===== config.mk =====
export PLATFORM = sky130hd
export DESIGN_NAME = vending_display_ctrl_flat
export DESIGN_NICKNAME = d
export VERILOG_FILES = /design/src/rtl/vending_display_ctrl_if.sv /design/src/rtl/vending_display_ctrl.sv /design/src/flat_wrapper.sv
export SDC_FILE = /design/constraint.sdc
export NUM_CORES = 1
export LEC_CHECK = 0
export ABC_AREA = 1
export BUFFER_PORTS_ARGS = -buffer_cell sky130_fd_sc_hd__buf_4
export CORE_ASPECT_RATIO = 0.7
export CORE_MARGIN = 2
export CORE_UTILIZATION = 50
export CTS_BUF_LIST = sky130_fd_sc_hd__clkbuf_2
export DETAILED_ROUTE_END_ITERATION = 10
export PLACE_DENSITY = 0.78
export SLEW_MARGIN = 40
export SYNTH_ARGS = -nofsm -noshare
export SYNTH_HDL_FRONTEND = slang
export SYNTH_SLANG_ARGS = --single-unit

===== constraint.sdc =====
create_clock -name clk -period 2.2 [get_ports clk]
set_input_delay 0.33 -clock clk [delete_from_list [all_inputs] [get_ports clk]]
set_output_delay 0.33 -clock clk [all_outputs]
set_load 0.05 [all_outputs]

===== src/rtl/vending_display_ctrl_if.sv =====
// Bundle between the vending controller core and the display scan stage.
// master drives credit/events and observes the display; slave is the scan stage.
interface vending_display_ctrl_if;
  logic [2:0] credit;
  logic       sale_pulse;
  logic       err_pulse;
  logic [3:0] code;
  logic [3:0] dig_en;
  logic [1:0] msg_state;

  modport master (
    output credit, sale_pulse, err_pulse,
    input  code, dig_en, msg_state
  );

  modport slave (
    input  credit, sale_pulse, err_pulse,
    output code, dig_en, msg_state
  );
endinterface


===== src/rtl/vending_display_ctrl.sv =====
// 4-digit multiplexed symbol-code generator for the vending display.
// Shows live credit, or holds a SALE / ERR message for HOLD_CYC cycles after an event.
module vending_display_ctrl #(
  parameter int SCAN_DIV = 50000,
  parameter int HOLD_CYC = 100000000
) (
  input  logic                  clk,
  input  logic                  rst_n,
  vending_display_ctrl_if.slave bus
);

  localparam int PW = (SCAN_DIV > 1) ? $clog2(SCAN_DIV) : 1;
  localparam int HW = (HOLD_CYC > 1) ? $clog2(HOLD_CYC) : 1;
  localparam logic [PW-1:0] PRESC_LAST = PW'(SCAN_DIV - 1);
  localparam logic [HW-1:0] HC_LOAD    = HW'(HOLD_CYC - 1);

  typedef enum logic [1:0] {
    ST_CREDIT = 2'b00,
    ST_SALE   = 2'b01,
    ST_ERR    = 2'b10
  } state_t;

  state_t          r_state, w_state_next;
  logic [HW-1:0]   r_hc, w_hc_next;
  logic [PW-1:0]   r_presc;
  logic [1:0]      r_idx;
  logic [3:0]      r_code;
  logic [3:0]      r_dig_en;
  logic [3:0]      w_cr;
  logic [3:0]      w_msg [4];

  // State register plus hold counter
  always_ff @(posedge clk or negedge rst_n) begin
    if (!rst_n) begin
      r_state <= ST_CREDIT;
      r_hc    <= '0;
    end else begin
      r_state <= w_state_next;
      r_hc    <= w_hc_next;
    end
  end

  // Events take priority over expiry so a retrigger at hc==0 never shows a credit gap
  always_comb begin
    w_state_next = r_state;
    w_hc_next    = r_hc;
    case (r_state)
      ST_CREDIT: begin
        if (bus.err_pulse) begin
          w_state_next = ST_ERR;
          w_hc_next    = HC_LOAD;
        end else if (bus.sale_pulse) begin
          w_state_next = ST_SALE;
          w_hc_next    = HC_LOAD;
        end
      end
      ST_SALE: begin
        if (bus.err_pulse) begin
          w_state_next = ST_ERR;
          w_hc_next    = HC_LOAD;
        end else if (bus.sale_pulse) begin
          w_hc_next    = HC_LOAD;
        end else if (r_hc == '0) begin
          w_state_next = ST_CREDIT;
        end else begin
          w_hc_next    = r_hc - 1'b1;
        end
      end
      ST_ERR: begin
        if (bus.err_pulse) begin
          w_hc_next    = HC_LOAD;
        end else if (r_hc == '0) begin
          w_state_next = ST_CREDIT;
        end else begin
          w_hc_next    = r_hc - 1'b1;
        end
      end
      default: begin
        w_state_next = ST_CREDIT;
        w_hc_next    = '0;
      end
    endcase
  end

  // Out-of-range credit is shown as 'E'
  assign w_cr = (bus.credit <= 3'd5) ? {1'b0, bus.credit} : 4'h7;

  always_comb begin
    w_msg[0] = 4'hF;
    w_msg[1] = 4'hF;
    w_msg[2] = 4'hF;
    w_msg[3] = 4'hF;
    case (r_state)
      ST_CREDIT: begin
        w_msg[0] = w_cr;
        w_msg[1] = 4'h6;
      end
      ST_SALE: begin
        w_msg[1] = 4'h9;
        w_msg[2] = 4'h8;
        w_msg[3] = 4'hA;
      end
      ST_ERR: begin
        w_msg[0] = w_cr;
        w_msg[3] = 4'h7;
      end
      default: ;
    endcase
  end

  // Free-running scan, independent of the message FSM
  always_ff @(posedge clk or negedge rst_n) begin
    if (!rst_n) begin
      r_presc  <= '0;
      r_idx    <= 2'd0;
      r_code   <= 4'hF;
      r_dig_en <= 4'b0000;
    end else begin
      if (r_presc == PRESC_LAST) begin
        r_presc <= '0;
        r_idx   <= r_idx + 2'd1;
      end else begin
        r_presc <= r_presc + 1'b1;
      end
      r_code   <= w_msg[r_idx];
      r_dig_en <= 4'b0001 << r_idx;
    end
  end

  assign bus.code      = r_code;
  assign bus.dig_en    = r_dig_en;
  assign bus.msg_state = r_state;

endmodule


===== src/flat_wrapper.sv =====
// flat-port wrapper written by rule: the top's interface ports become plain ports
module vending_display_ctrl_flat 
#(
  parameter int SCAN_DIV = 50000,
  parameter int HOLD_CYC = 100000000
)
  (clk, rst_n, bus_credit, bus_sale_pulse, bus_err_pulse, bus_code, bus_dig_en, bus_msg_state);
  vending_display_ctrl_if bus_i ();
  input  logic clk;
  input  logic rst_n;
  input wire logic [$bits(bus_i.credit)-1:0] bus_credit;
  input wire logic [$bits(bus_i.sale_pulse)-1:0] bus_sale_pulse;
  input wire logic [$bits(bus_i.err_pulse)-1:0] bus_err_pulse;
  output wire logic [$bits(bus_i.code)-1:0] bus_code;
  output wire logic [$bits(bus_i.dig_en)-1:0] bus_dig_en;
  output wire logic [$bits(bus_i.msg_state)-1:0] bus_msg_state;
  assign bus_i.credit = bus_credit;
  assign bus_i.sale_pulse = bus_sale_pulse;
  assign bus_i.err_pulse = bus_err_pulse;
  assign bus_code = bus_i.code;
  assign bus_dig_en = bus_i.dig_en;
  assign bus_msg_state = bus_i.msg_state;
  vending_display_ctrl #(.SCAN_DIV(SCAN_DIV), .HOLD_CYC(HOLD_CYC)) u_core (.clk(clk), .rst_n(rst_n), .bus(bus_i));
endmodule

---- Word level (Yosys, flattened, before mapping) ----
Index checks and enable logic that the tools add are counted.
Widths: inputs -> output; s select.
storage, ports and cells
  flip-flop bits (word level) ............. 55
  bits in latches ......................... 0
  bits in writable memories ............... 0
  ROM bits ................................ 0
  logic and storage cells ................. 46
  memories kept ........................... 0
operators by class
  add/sub/neg operators ................... 3
  $mul .................................... 0
  div/mod/pow operators ................... 0
  magnitude comparators ................... 2
  equality and inequality tests ........... 6
  shift operators ......................... 1
  mux-type cells .......................... 23
  bitwise operators ....................... 1
  reductions and logical operators ........ 4
operators by type and width
  operator               number
  $mux 27                6
  $pmux 27 s3            1
  $logic_not 27->1       1
  $sub 27x1->27 const B  1
  $add 16x1->16 const B  1
  $eq 16x16->1 const B   1
  $mux 16                1
  $pmux 4 s2             2
  $mux 2                 6
  $mux 4                 3
  $bmux 4 s2             1
  $mux 3                 2
  $ne 3x3->1 const B     2
  $pmux 2 s3             1
  $shl 1x2->4 const A    1
  $ge 3x3->1 const B     1
  $le 3x3->1 const B     1
  $not 2->3              1
  $reduce_and 3->1       1
  $add 2x1->2 const B    1
  $eq 2x1->1 const B     1
  $eq 2x2->1 const B     1
  $logic_not 2->1        1
  $ne 2x2->1 const B     1
  $reduce_or 2->1        1

---- Logic depth before layout (Yosys ltp) ----
  word-level depth ........................ 6
  gate-level depth with buffers ........... 12

---- Worst setup path before layout ----
Ideal clock, no wire load.
  path kind ............................... reg-to-reg
  from .................................... register u_core.r_state[0] (netlist: u_core.bus.msg_state[0])
  to ...................................... register u_core.r_hc[24]
  arrival ................................. 1.513 ns
  data required time ...................... 2.084 ns
  path slack .............................. 0.570 ns
  cell stages (with the launch flop) ...... 9
  path buffers ............................ 1
  cell sequence ........................... dfrtp_1 nor2_1 inv_1 nand3_2 buf_2 a21oi_1 o21ai_0 nand2_1 nand2_1
on the way
  cells in the longest elaborated chain, start to end .. 2
  elaborated cells on any way between the ends .. 5
  those cells by class .................... eq/ne (3); mux (1); reduce/logical (1)
RTL lines
  element                                    RTL line                    text
  from (decl)                                vending_display_ctrl.sv:23  state_t r_state, w_state_next;
  from (signal assigned)                     vending_display_ctrl.sv:38  r_state <= w_state_next;
  $eq 2x2->1, or another cell as far along   vending_display_ctrl.sv:47  case (r_state)
  $pmux 27 s3 or $ne 3x3->1 (tied branches)  n/a
  to (signal assigned)                       vending_display_ctrl.sv:39  r_hc <= w_hc_next;
  to (decl)                                  vending_display_ctrl.sv:24  logic [HW-1:0] r_hc, w_hc_next;
Several ways; a longest one is shown, not always the timed one.
A chain may end at the register's enable or synchronous reset.

---- Final worst setup path ----
  from .................................... register u_core.r_hc[0]
  to ...................................... register u_core.r_hc[6]
on the way
  cells in the longest elaborated chain, start to end .. 5
  elaborated cells on any way between the ends .. 7
  those cells by class .................... add/sub (1); mux (5); reduce/logical (1)
RTL lines
  element                                            RTL line                                                text
  $sub 27x1->27 or $logic_not 27->1 (tied branches)  n/a
  $mux 27 *                                          vending_display_ctrl.sv:63, vending_display_ctrl.sv:72
  $mux 27                                            vending_display_ctrl.sv:61                              end else if (bus.sale_pulse) begin
  $mux 27                                            vending_display_ctrl.sv:58                              if (bus.err_pulse) begin
  $pmux 27 s3 *                                      vending_display_ctrl.sv:47
Every way passes the cells marked *; elsewhere a longest branch is shown, timed or not.

==> flow_summary.toml <==
[clock_network]
insertion_delay_ns = 0.49
cts_tree = "yes"
cts_made_buffers = 5
clock_sinks = 55
htreeDepth = 2
path_clk_slew_ns = 0.30
clk_path_buf_depth = 2
ctsResizeCount = 0
root_buffer = "clkbuf_2"
cts_setup_buffers = 0

[drt]
ant_nets = 0
drc_errors = 0
first_iter_violations = 254
route.vias.total = 3212
via_per_inst = 5.37
wl_per_cell_um = 13.8
totalWireLength_um = 8280
detail_route.first_pass.iterations = 6

[global_route]
grt_pass1_wl_um = 14000
antenna_found_initial = 0
grt_busiest_layer = "met2"
grtUsageMet2_pct = 36.0
gr-usage-all-layers_pct = 23.9
grt_pass1_vias = 2889
use_met3_pct = 6.23
overflow = 0
use_met1_pct = 34.6
grt_max_degree = 56

[timing]
worst_slack_ns = 0.302
worst_pin_slew_ns = 0.673
skew_ns = 0.0118
hold_viol_final = 0
tns_ns = 0
final-setup-viol-count = 0
max_slew_margin_pct = 55.2
min_period_over_period_pct = 86.3
grt_setup_unrepaired = "false"
maxSlewViolCount = 0
holdWs_ns = 0.0682
max_freq_mhz = 527
period_minus_slack_ns = 1.90

[power_and_ir_drop]
ir_drop_mv = 0.228
netSwitchingPower_w = 0.000429
p_sw_share_pct = 27.3
p_comb_share_pct = 5.5
leakagePower_nw = 1.76
share_seq_of_total_power_pct = 65.7
pwr-share-clk_pct = 28.8
p_per_area_mw_per_mm2 = 425
internal-power_w = 0.00114

[synth]
ys_types = 35
yosys.area_share.xor_xnor_pct = 2.32
syn_inst = 482
syn-cell-area_mm2 = 0.00340
synth_nets = 496
synthSimpleGateAreaFrac_pct = 37.3
yosys_warnings = 0
synthFlopType = "dfrtp_1"
synth-adder-area-share_pct = 2.57
seq_area_frac_synth_pct = 40.6
synth_compound_area_share_pct = 8.86
synth_top_family_by_area = "simple AND/OR/NAND/NOR gates"
syn_area_per_cell_um2 = 7.06
synth_edf_count = 0
synth_seq_cells = 55
synth_mux_area_share_pct = 0
synthArstFlopShare_pct = 100

[floorplanning]
start_util_pct = 51.1
fp-row-count = 25
core-area_mm2 = 0.00666
dieWidth_um = 103
die-height_um = 73.0
die_area_mm2 = 0.00749
top_level_ports = 17

[job]
drv_cap = 0

[layout]
antennaDiodeCount = 0
area_growth_pct = 8.46
finish.instance_area_mm2 = 0.00369
layout-drive-gt1-share_pct = 9.72
fin_nets = 517
num-fill-cells = 640

[place]
dp.final_hpwl_um = 6310
port_buffers = 16
gp_congestion = 0.960
pre_cts_ws_ns = 0.374
dpl-instance-area_mm2 = 0.00363

[setup_path]
cp-end-kind = "register"
start_kind = "register"
critPathMaxFanout = 18
worstSetupPathType = "register to register"
crit_arrival_ns = 2.29
reg2reg_depth = 11
worstPathRequired_ns = 2.60

[outcome]
status = "complete, no violations"

[min_path]
hp-class = "input port to register"
holdPathStages = 3
## metrics by stage
step	cells	power, W	util, %
after global routing	598	0.00164	55.4
final	598	0.00157	55.4
after floorplan	482	0.00109	-
after global placement	589	0.00113	54.4
after detailed placement	589	0.00113	54.4
after CTS	598	0.00158	55.4
## synth_stat cells (3+ instances only)
| library cell | number | area, um2 |
|---|---|---|
| a21oi_1 | 24 | 120 |
| clkbuf_1 | 3 | 11.3 |
| dfrtp_1 | 51 | 1280 |
| dfstp_2 | 4 | 105 |
| ha_1 | 7 | 87.6 |
| inv_1 | 64 | 240 |
| nand2_1 | 124 | 465 |
| nand2_2 | 3 | 18.8 |
| nand3_1 | 36 | 180 |
| nand3b_1 | 5 | 37.5 |
| nand4_1 | 16 | 100 |
| nor2_1 | 72 | 270 |
| nor2_2 | 4 | 25.0 |
| nor2_4 | 3 | 33.8 |
| nor3_1 | 9 | 45.0 |
| o21ai_0 | 25 | 125 |
| o21ai_1 | 3 | 15.0 |
| xor2_1 | 9 | 78.8 |
## critical path: stages, from the launching register on
cell	delay [ns]
dfrtp_1	0.49
inv_1	0.14
ha_1	0.19
inv_1	0.06
nor2_1	0.16
nand2_1	0.12
nor3_4	0.16
nand2_4	0.18
nand3_1	0.12
nand2_1	0.06
nand2_1	0.05
o21ai_0	0.08
## cell type report
type	instances	area, um2	area share, %
Timing Repair Buffer	20	153	4.14
Tap cell	94	118	3.19
Clock inverter	3	27.5	0.746
Multi-Input combinational cell	355	1740	47.1
Clock buffer	5	25.0	0.678
Sequential cell	55	1380	37.4
Inverter	66	248	6.71
## repair_timing
action	in CTS	in global routing
hold buffers	1	0
setup endpoints to repair	0	0
hold endpoints to repair	51	0
## flip-flops by register name, indices dropped and copies added (netlist names)
register and cells:
u_core.r_hc 27, u_core.r_presc 16, u_core.bus.code 4, u_core.bus.dig_en 4
u_core.bus.msg_state 2, u_core.r_idx 2
## kinds of logic (layout without fill, tap and decap cells)
kind of cell	after synthesis	count (layout)
simple gates	282	282
buf+inv	72	94
flops	55	55
xor+xnor	9	9
compound gates	57	57
fa+ha+maj	7	7
## power groups by stage
stage | Sequential (W) | Combinational (W) | Clock (W)
6_report | 0.00103 | 0.0000864 | 0.000452
5_1_grt | 0.00103 | 0.0000981 | 0.000505
4_1_cts | 0.00103 | 0.0000881 | 0.000462
3_5_place_dp | 0.00105 | 0.0000864 | 0
3_3_place_gp | 0.00105 | 0.0000839 | 0
2_1_floorplan | 0.00106 | 0.0000289 | 0
## routing by layer
metal  part of all wire, %  vias to the layer above  wire length (um)
met3                   9.3                        9               772
met4                  0.92                        0                76
met1                    47                     1483              3890
met5                     0                        -                 0
met2                    43                      134              3540
li1                      -                     1586                 -
## placed cells by master (no fill, tap or decap), types with 2 or more instances in the layout
cell / Yosys / routed
nor2_1: 72 / 72
nand2_2: 3 / 3
nor2_2: 4 / 4
buf_4: 1 / 19
and2_1: 2 / 2
clkbuf_2: 0 / 5
nand3b_1: 5 / 5
inv_2: 2 / 2
ha_1: 7 / 7
nor3_1: 9 / 9
nand3_1: 36 / 36
dfstp_2: 4 / 4
o21ai_0: 25 / 25
nand2_1: 124 / 124
nor4_1: 2 / 2
inv_1: 64 / 64
dfrtp_1: 51 / 51
a21oi_1: 24 / 24
o21ai_1: 3 / 3
xor2_1: 9 / 9
nor2_4: 3 / 3
nand4_1: 16 / 16
## final timing paths
| path | startpoint | to | slack (ns) |
|---|---|---|---|
| worst max-delay path | u_core.r_hc[0] | u_core.r_hc[6] | 0.30 |
| worst min-delay path | bus_err_pulse | u_core.bus.msg_state[1] | 0.07 |
| worst max register to register | u_core.r_hc[0] | u_core.r_hc[6] | 0.30 |
| worst min register to register | u_core.r_presc[0] | u_core.r_presc[0] | 0.48 |
| max in group asynchronous | rst_n | u_core.r_presc[11] | 1.40 |
| min in group asynchronous | rst_n | u_core.bus.dig_en[3] | 0.36 |
No activity file was read; power rests on OpenSTA's default activity.
